<file path="src/rtl/router_input_fifo.sv">
// router_input_fifo: circular flit buffer between the packet generator and the
// router ingress port. It has valid/ready on both sides and first-word
// fall-through on the output. With STORE_FWD=1 a packet is offered only once
// its eop flit is buffered. A full buffer overrides this so that packets
// longer than DEPTH still drain and cannot deadlock the buffer.
module router_input_fifo #(
  parameter int DEPTH     = 8,
  parameter bit STORE_FWD = 1'b1
) (
  input  logic                     clk,
  input  logic                     reset,
  input  logic                     in_valid,
  output logic                     in_ready,
  input  logic [1:0]               in_dest_addr,
  input  logic [1:0]               in_packet_type,
  input  logic [7:0]               in_payload,
  input  logic                     in_eop,
  output logic                     out_valid,
  input  logic                     out_ready,
  output logic [1:0]               out_dest_addr,
  output logic [1:0]               out_packet_type,
  output logic [7:0]               out_payload,
  output logic                     out_eop,
  output logic [$clog2(DEPTH):0]   count,
  output logic [$clog2(DEPTH):0]   pkt_count
);

  localparam int AW = $clog2(DEPTH);
  localparam int CW = AW + 1;
  localparam int FW = 13;
  localparam logic [CW-1:0] FULL_C = CW'(DEPTH);

  logic [FW-1:0] mem [DEPTH];
  logic [AW-1:0] wr_ptr;
  logic [AW-1:0] rd_ptr;
  logic [FW-1:0] head;
  logic          wr_en;
  logic          rd_en;
  logic          pkt_inc;
  logic          pkt_dec;

  // Handshake qualification. in_ready is gated by reset so it is low throughout reset.
  always_comb begin
    in_ready  = reset && (count < FULL_C);
    out_valid = 1'b0;
    if (reset && (count != '0)) begin
      if (STORE_FWD) out_valid = (pkt_count != '0) || (count == FULL_C);
      else           out_valid = 1'b1;
    end
    wr_en = in_valid && in_ready;
    rd_en = out_valid && out_ready;
  end

  // Fall-through head flit. The data outputs read as zero when the buffer is empty.
  always_comb begin
    head = mem[rd_ptr];
    if (count == '0) head = '0;
    {out_dest_addr, out_packet_type, out_payload, out_eop} = head;
  end

  // Flit storage. It needs no reset because the outputs are masked by count.
  always_ff @(posedge clk) begin
    if (wr_en) mem[wr_ptr] <= {in_dest_addr, in_packet_type, in_payload, in_eop};
  end

  // Packet accounting. An eop read with no counted packet (forced cut-through)
  // does not underflow the count.
  always_comb begin
    pkt_inc = wr_en && in_eop;
    pkt_dec = rd_en && out_eop && (pkt_count != '0);
  end

  // Pointers and occupancy counters. Full and empty are taken from count.
  always_ff @(posedge clk or negedge reset) begin
    if (!reset) begin
      wr_ptr    <= '0;
      rd_ptr    <= '0;
      count     <= '0;
      pkt_count <= '0;
    end else begin
      if (wr_en) wr_ptr <= wr_ptr + AW'(1);
      if (rd_en) rd_ptr <= rd_ptr + AW'(1);
      case ({wr_en, rd_en})
        2'b10:   count <= count + CW'(1);
        2'b01:   count <= count - CW'(1);
        default: count <= count;
      endcase
      case ({pkt_inc, pkt_dec})
        2'b10:   pkt_count <= pkt_count + CW'(1);
        2'b01:   pkt_count <= pkt_count - CW'(1);
        default: pkt_count <= pkt_count;
      endcase
    end
  end

endmodule

</file>
<file path="config.mk">
export PLATFORM = sky130hd
export DESIGN_NAME = router_input_fifo
export DESIGN_NICKNAME = d
export VERILOG_FILES = /design/src/rtl/router_input_fifo.sv
export SDC_FILE = /design/constraint.sdc
export NUM_CORES = 1
export LEC_CHECK = 0
export BUFFER_PORTS_ARGS = -buffer_cell sky130_fd_sc_hd__buf_2
export CAP_MARGIN = 10
export CELL_PAD_IN_SITES_DETAIL_PLACEMENT = 0
export CELL_PAD_IN_SITES_GLOBAL_PLACEMENT = 2
export CORE_ASPECT_RATIO = 1.5
export CORE_MARGIN = 3
export CORE_UTILIZATION = 49
export DETAILED_ROUTE_END_ITERATION = 12
export GPL_ROUTABILITY_DRIVEN = 0
export GPL_TIMING_DRIVEN = 0
export PLACE_DENSITY_LB_ADDON = 0.1
export SLEW_MARGIN = 20
export SYNTH_ARGS = -nofsm -noshare
export SYNTH_HDL_FRONTEND = slang
export SYNTH_SLANG_ARGS = --single-unit
</file>
<file path="constraint.sdc">
create_clock -name clk -period 7.4 [get_ports clk]
set_clock_uncertainty 0.05 [all_clocks]
set_input_delay 1.48 -clock clk [delete_from_list [all_inputs] [get_ports clk]]
set_output_delay 1.48 -clock clk [all_outputs]
set_load 0.02 [all_outputs]
</file>
# == Word-level counts from Yosys, hierarchy flattened ==
# Memory sizes are Yosys's and may differ from the RTL's.
# Cells that the tools add are included.
# word_totals
register_bits,14
ramBits,104
input_bits,17
output_inout_bits,23
wordCells,36
n_memories,1
# mem_list
name,depth,word_bits,read_ports,rd_clocked_by_memory_dff,wr,line_no,text
mem,8,13,1,0,1,33,logic [FW-1:0] mem [DEPTH];
# op_classes
add_sub_neg,6
magnitude_cmp,1
n_eq_ne,5
n_mux,6
reduce_logical,13
# op_table
cell,n
$pmux 4 s2,2
$mux 13,1
$add 4x1->4 const B,2
$reduce_bool 4->1,2
$sub 4x1->4 const B,2
$logic_and 1x1->1,7
$add 3x1->3 const B,2
$eq 2x1->1 const B,2
$eq 2x2->1 const B,2
$eq 4x4->1 const B,1
$logic_not 4->1,1
$lt 4x4->1 const B,1
$reduce_bool 2->1,2
$mux 1,3
$logic_or 1x1->1,1

# == Longest topological paths before layout ==
# Gate-level depths: netlist of run 1.
# logic_depth
depth_word,8
mapped_depth,9
depth_no_buf,8

# == Least setup slack after synthesis of run 1 ==
# Ideal clock, no wire load.
# synth_timing
path_type,input -> register
start,input port in_valid
end,memory mem[0][0] (enable)
setup_ns,0.417
t_arrival_ns,3.246
t_required_ns,6.933
slack_ns,3.687
path_stages,4
path_buffers,1
path_cell_list,and3b_1 clkbuf_1 inv_1 nor4_1
# synth_via
elab_chain_cells,3
# synth_rtl
element,line_no,text
start: declaration,12,"input logic in_valid,"
$logic_and 1x1->1,50,wr_en = in_valid && in_ready;
$mux 1,63,"if (wr_en) mem[wr_ptr] <= {in_dest_addr, in_packet_type, in_payload, in_eop};"
$mux 1 (implied by the code),63,
end: declaration,33,
# No other way between the ends.

# == Worst setup path after layout of run 1 ==
# layout_timing
start,register count[0]
end,output port out_payload[3]
# layout_via
elab_chain_cells,2
# layout_rtl
element,line_no,text
start: declaration,24,"output logic [$clog2(DEPTH):0] count,"
start signal: assignment,84,2'b10: count <= count + CW'(1);
start signal: assignment,85,2'b01: count <= count - CW'(1);
start signal: assignment,86,default: count <= count;
$logic_not 4->1,57,if (count == '0) head = '0;
$mux 13,57,
end: declaration,22,"output logic [7:0] out_payload,"
# No other way between the ends.

==> impl_metrics.env, run 1 <==
export IMPL_status="completed"
export IMPL_finalHoldViolations=0
export IMPL_drt_wl_total_um=9681
export IMPL_cts_hold_buf=0
export IMPL_regArea_um2=3473
export IMPL_path_cells="nor4_4 -> nor2_1 -> clkbuf_1 -> a22o_1 -> buf_2"
export IMPL_yosysTopAreaCellShare_pct=63.64
export IMPL_swShare_pct=32.06
export IMPL_multi_input_area_um2=1364
export IMPL_ctsResizeCount=0
export IMPL_pwr_share_comb_pct=32.9
export IMPL_yosys_warnings=0
export IMPL_die_h_um=128.6
export IMPL_use_met2_pct=32.19
export IMPL_cts_max_level=4
export IMPL_fmax_ghz=0.2550
export IMPL_overflow=0
export IMPL_p_int_mw=1.684
export IMPL_r2r_slack_ns=4.37
export IMPL_synth_distinct_cells=35
export IMPL_grt_use_met3_pct=5.253
export IMPL_drt_iter0_markers=230
export IMPL_start_kind="flop"
export IMPL_grt_usage_pct=19.21
export IMPL_avgSynthCellArea_um2=19.09
export IMPL_max_cap_violations=0
export IMPL_slew_headroom_pct=41.11
export IMPL_antenna_left=0
export IMPL_p_leak_nw=2.120
export IMPL_synth_fp_nets=284
export IMPL_synthArstFlopShare_pct=11.86
export IMPL_setup_violations=0
export IMPL_synth_area_um2=4907
export IMPL_core_um2=9744
export IMPL_crit_path_end_kind="primary output"
export IMPL_post_cts_buffers=0
export IMPL_met1_usage_pct=23.47
export IMPL_yosys_most_used_dff="edfxtp_1"
export IMPL_root_buffer="clkbuf_16"
export IMPL_rsz0062_at_grt="false"
export IMPL_cts_made_buffers=17
export IMPL_cts_tree="built"
export IMPL_ys_seq_elements=118
export IMPL_power_frac_seq_pct=35.3
export IMPL_drc_errors=0
export IMPL_ir_drop_mv=0.2300
export IMPL_synth_top_area_cell="edfxtp_1"
export IMPL_portBuffers=39
export IMPL_area_growth_syn_to_layout_pct=20.73
export IMPL_critical_path_buf_inv_count=2
export IMPL_cp_max_fo=10
export IMPL_cts_sinks=118
export IMPL_antenna_found_initial=0
export IMPL_post_dp_hpwl_um=6539
export IMPL_synth_seq_area_share_pct=70.78
export IMPL_fin_crit_ns=3.921
export IMPL_required_ns=5.87
export IMPL_drt_first_pass_iters=4
export IMPL_utilization_pct=60.80
export IMPL_wire_per_inst_um=21.37
export IMPL_synthCells=257
export IMPL_cts_buffer_depth=2
export IMPL_clkPwrFrac_pct=31.8
export IMPL_drive_gt1_share_pct=36.09
export IMPL_io_pins=40
export IMPL_crit_arrival_ns=2.39
export IMPL_fin_setup_tns_ns=0
export IMPL_max_stage_delay_ns=0.48
export IMPL_rows=44
export IMPL_antenna_cells=0
export IMPL_ys_top_cells_by_area="edfxtp_1, mux4_2, dfrtp_1, a22o_1, ha_1"
export IMPL_fin_crit_sh_pct=52.99
export IMPL_die_w_um=87.71
export IMPL_grt_max_degree=20
export IMPL_die_area_um2=11280
export IMPL_path_delay_family="simple AND/OR/NAND/NOR gates"
export IMPL_busiest_layer="met2"
export IMPL_grt_pass1_wl_um=15370
export IMPL_synth_edf_count=104
export IMPL_drv_slew=0
export IMPL_vias=2613
export IMPL_start_util_pct=50.36
export IMPL_path_class="reg2out"
export IMPL_vias_per_cell=5.768
export IMPL_switching_power_mw=0.7946
export IMPL_grt_pass1_vias=2747
export IMPL_final_nets=352
export IMPL_slowest_stage="dfrtp_1"
export IMPL_p_per_area_nw_per_um2=418.3
export IMPL_hp_class="reg2reg"
export IMPL_clock_latency_ns=0.40
export IMPL_tightestPinTransition_ns=0.8824
export IMPL_clk_pin_slew_ns=0.05
export IMPL_fill_cells=723
==> cells by family (layout without fill, tap and decap cells) <==
logic type | count (synthesis) | count (layout) | synth area share (%)
flip-flops | 118 | 118 | 70.78
AND/OR/NAND/NOR | 39 | 39 | 4.895
XOR/XNOR | 8 | 8 | 1.428
buffers and inverters | 22 | 103 | 2.116
AO/OA/AOI/OAI | 27 | 27 | 4.385
multiplexers | 33 | 33 | 13.54
adder cells (fa/ha/maj) | 10 | 10 | 2.856
==> layer usage <==
layer  vias to the layer above  share of wire, %
met2                        62                53
li1                       1187                 -
met1                      1353                41
met5                         -                 0
met3                        11               4.1
met4                         0               1.8
==> through the flow <==
step / setup WS, ns / cells / cell area, um2 / power, mW / hold slack [ns]
final: 3.479 / 453 / 5924 / 2.478 / 0.5009
after global routing: 3.308 / 453 / 5924 / 2.618 / 0.5468
after CTS: 3.409 / 453 / 5924 / 2.511 / 0.5030
after detailed placement: 3.103 / 421 / 5353 / 1.720 / 0.4900
after global placement: 1.719 / 411 / 5246 / 1.693 / 0.4721
after floorplan: 3.687 / 257 / 4907 / 1.464 / 0.4581
==> path summary, 6_finish.rpt <==
path                                   start        endpoint  cells past startpoint
min in group asynchronous              reset        count[3]                      1
worst max-delay path                count[0]  out_payload[3]                      5
worst max register to register     rd_ptr[0]    pkt_count[3]                      9
max in group asynchronous              reset       rd_ptr[2]                      1
worst min-delay path            pkt_count[2]    pkt_count[2]                      2
worst min register to register  pkt_count[2]    pkt_count[2]                      2
==> worst register-to-register path: stages, from the launching register on <==
cell	delay, ns
dfrtp_1	0.33
buf_2	0.30
buf_4	0.32
mux2i_1	0.15
nor4_1	0.30
ha_1	0.37
ha_1	0.35
or4b_1	0.51
o311ai_0	0.11
o211ai_1	0.12
==> synthesized netlist by cell type, types with 2 or more instances <==
| cell type | instances |
|---|---|
| o211ai_1 | 2 |
| nor3_1 | 4 |
| or4b_1 | 2 |
| a22o_1 | 12 |
| nor4_1 | 3 |
| nand2_1 | 7 |
| mux2_2 | 3 |
| mux4_2 | 26 |
| nor3b_1 | 6 |
| nand3_1 | 5 |
| fa_1 | 2 |
| buf_2 | 2 |
| mux2i_1 | 3 |
| o311ai_0 | 2 |
| edfxtp_1 | 104 |
| ha_1 | 8 |
| a21oi_1 | 4 |
| nor2_1 | 5 |
| nor2b_1 | 2 |
| xor2_1 | 4 |
| buf_6 | 2 |
| clkbuf_1 | 6 |
| nand2b_1 | 2 |
| a2111o_1 | 2 |
| o21ai_0 | 2 |
| xnor2_1 | 4 |
| dfrtp_1 | 14 |
| a211oi_1 | 2 |
| inv_1 | 11 |
==> placed cells by master, fill, tap and decap left out, drive strengths merged, types with 3 or more instances in the layout <==
cell type    n
clkinv       8
clkbuf      26
mux2         4
nor3b        6
a22o        12
dfrtp       14
buf         54
ha           8
nand2        7
mux4        26
xnor2        4
inv         11
edfxtp     104
a21oi        4
nor2         5
nor4         4
mux2i        3
nand3        5
bufinv       3
nor3         4
xor2         4
==> layout make-up <==
class / count / area share [%]
multi-input cells: 117 / 23.02
well taps: 115 / 2.429
flip-flops and latches: 118 / 58.63
clock inverters: 12 / 2.281
inverters: 11 / 0.6969
clock buffers: 20 / 7.371
plain buffers: 11 / 1.056
repair buffers: 49 / 4.520
==> registers in the layout (all words and copies together) (netlist names) <==
register,count
count,4
wr_ptr,3
rd_ptr,3
pkt_count,4
mem,104
==> power groups by stage <==
stage	sequential, mW	combinational [mW]	clock [mW]
floorplan	0.894	0.570	0
global placement	0.882	0.810	0
detailed placement	0.886	0.834	0
CTS	0.874	0.836	0.800
global route	0.884	0.898	0.836
finish	0.874	0.816	0.789
No activity file was read; power rests on OpenSTA's default activity.
==> run 2: changes to the inputs <==
--- a/config.mk
+++ b/config.mk
@@ -11,7 +11,7 @@
 export CELL_PAD_IN_SITES_GLOBAL_PLACEMENT = 2
 export CORE_ASPECT_RATIO = 1.5
 export CORE_MARGIN = 3
-export CORE_UTILIZATION = 49
+export CORE_UTILIZATION = 41
 export DETAILED_ROUTE_END_ITERATION = 12
 export GPL_ROUTABILITY_DRIVEN = 0
 export GPL_TIMING_DRIVEN = 0
==> constraint.sdc (replaced) <==
create_clock -name clk -period 3.2 [get_ports clk]
set_clock_uncertainty 0.05 [all_clocks]
set_input_delay 0.64 -clock clk [delete_from_list [all_inputs] [get_ports clk]]
set_output_delay 0.64 -clock clk [all_outputs]
set_load 0.02 [all_outputs]
==> impl_metrics.env, run 2 (same netlist as run 1, synthesis figures left out) <==
export IMPL_status="completed"
export IMPL_cp_max_fo=10
export IMPL_fill_cells=969
export IMPL_grt_max_degree=20
export IMPL_rsz0062_at_grt="false"
export IMPL_vias=2630
export IMPL_cts_made_buffers=17
export IMPL_post_dp_hpwl_um=6739
export IMPL_swShare_pct=31.88
export IMPL_grt_pass1_wl_um=15690
export IMPL_wire_per_inst_um=19.85
export IMPL_p_int_mw=3.910
export IMPL_utilization_pct=52.02
export IMPL_power_frac_seq_pct=35.3
export IMPL_overflow=0
export IMPL_max_stage_delay_ns=0.57
export IMPL_antenna_left=0
export IMPL_slowest_stage="clkbuf_1"
export IMPL_io_pins=40
export IMPL_r2r_slack_ns=0.26
export IMPL_largest_reg_flops=104
export IMPL_regMostFlops="mem"
export IMPL_drc_errors=0
export IMPL_reg2reg_to="count[3]"
export IMPL_fin_ws_ns=0.1992
export IMPL_mostFrequentLayoutCells="edfxtp_1, buf_2, mux4_2, clkbuf_16, dfrtp_1"
export IMPL_path_depth=5
export IMPL_cts_buffer_depth=2
export IMPL_pre_cts_slack_ns=-0.2625
export IMPL_max_cap_violations=0
export IMPL_largestRegisters="mem x104, count x4, pkt_count x4"
export IMPL_drv_slew=0
export IMPL_switching_power_mw=1.830
export IMPL_grt_usage_pct=16.46
export IMPL_start_kind="flop"
export IMPL_required_ns=2.51
export IMPL_regToRegStartpoint="count[0]"
export IMPL_area_growth_syn_to_layout_pct=22.87
export IMPL_drive_gt1_share_pct=37.24
export IMPL_slew_headroom_pct=40.08
export IMPL_path_class="reg2out"
export IMPL_antenna_found_initial=0
export IMPL_portBuffers=39
export IMPL_die_area_um2=13340
export IMPL_grt_pass1_vias=2763
export IMPL_p_leak_nw=2.144
export IMPL_vias_per_cell=5.356
export IMPL_tightestPinTransition_ns=0.8978
export IMPL_final_common_cell="edfxtp_1"
export IMPL_cts_hold_buf=0
export IMPL_fin_crit_sh_pct=93.78
export IMPL_fmax_ghz=0.3332
export IMPL_cts_max_level=4
export IMPL_crit_path_end_kind="primary output"
export IMPL_ir_drop_mv=0.4230
export IMPL_die_w_um=95.33
export IMPL_critical_path_buf_inv_count=3
export IMPL_clk_pin_slew_ns=0.05
export IMPL_drt_wl_total_um=9747
export IMPL_crit_arrival_ns=2.31
export IMPL_final_nets=355
export IMPL_p_per_area_nw_per_um2=951.8
export IMPL_hp_class="in2async"
export IMPL_pwr_share_comb_pct=33.2
export IMPL_reg2regPathDepth=8
export IMPL_die_h_um=140.0
export IMPL_antenna_cells=0
export IMPL_rows=48
export IMPL_clock_latency_ns=0.40
export IMPL_cts_sinks=118
export IMPL_start_util_pct=42.34
export IMPL_drt_first_pass_iters=5
export IMPL_root_buffer="clkbuf_16"
export IMPL_path_cells="buf_6 -> clkbuf_1 -> mux4_2 -> a22o_1 -> buf_2"
export IMPL_drt_iter0_markers=146
export IMPL_path_delay_family="buffers and inverters"
export IMPL_clkPwrFrac_pct=31.5
export IMPL_finalHoldViolations=0
export IMPL_cts_tree="built"
export IMPL_setup_violations=0
export IMPL_core_um2=11590
export IMPL_fin_crit_ns=3.001
-- run 2: cell count changes in the layout (fill, tap and decap cells not counted), moves of 2 or more --
cell      before  now
clkbuf_1       9    5
clkinv_2       6    4
buf_6          2    8
buf_4         10    6
clkinv_1       2    6
clkbuf_2       0    2
-- run 2: power by group through the flow --
stage	logic [mW]	clock network [mW]	registers (mW)
finish	1.91	1.81	2.03
detailed placement	1.93	0	2.06
floorplan	1.32	0	2.07
CTS	1.94	1.85	2.03
global placement	1.88	0	2.05
global route	2.09	1.92	2.06
-- run 2: area by class of cell --
type                            instances  area, um2  share of cell area, %
Sequential cell                       118       3473                  57.61
Multi-Input combinational cell        117       1373                  22.76
Clock buffer                           18      429.2                  7.118
Timing Repair Buffer                   52      320.3                  5.312
Tap cell                              150      187.7                  3.113
Clock inverter                         14      140.1                  2.324
Buffer                                 11      65.06                  1.079
Inverter                               11      41.29                 0.6848
-- run 2: metal layers --
layer	routed length, um	global-route usage (%)	vias up
met3	359	4.406	11
met2	5279	27.76	54
met5	0	0	-
met4	133	5.627	0
li1	-	-	1196
met1	3975	20.21	1369
-- run 2: worst max path at each step --
stage                          from        endpoint
final                     rd_ptr[1]  out_payload[4]
after global routing      rd_ptr[0]    pkt_count[3]
after CTS                  count[0]  out_payload[4]
after detailed placement      reset        count[3]
after global placement        reset      mem[0][11]
after floorplan            in_valid       mem[0][0]
-- run 2: stage by stage --
stage / power (mW) / TNS (ns) / hold slack (ns) / area (um2) / instances
3_3_place_gp: 3.931 / -81.10 / 0.4955 / 5290 / 446
2_1_floorplan: 3.386 / 0 / 0.2944 / 4907 / 257
3_5_place_dp: 3.989 / -0.3047 / 0.5163 / 5434 / 457
6_report: 5.739 / 0 / 0.1241 / 6030 / 491
5_1_grt: 6.069 / 0 / 0.1349 / 6030 / 491
4_1_cts: 5.815 / 0 / 0.1265 / 6003 / 489
-- run 2: repair_timing --
action                                  in CTS  in global routing
endpoints found under the setup margin       0                 13
resized for setup                            0                  6
buffers inserted                             0                  2
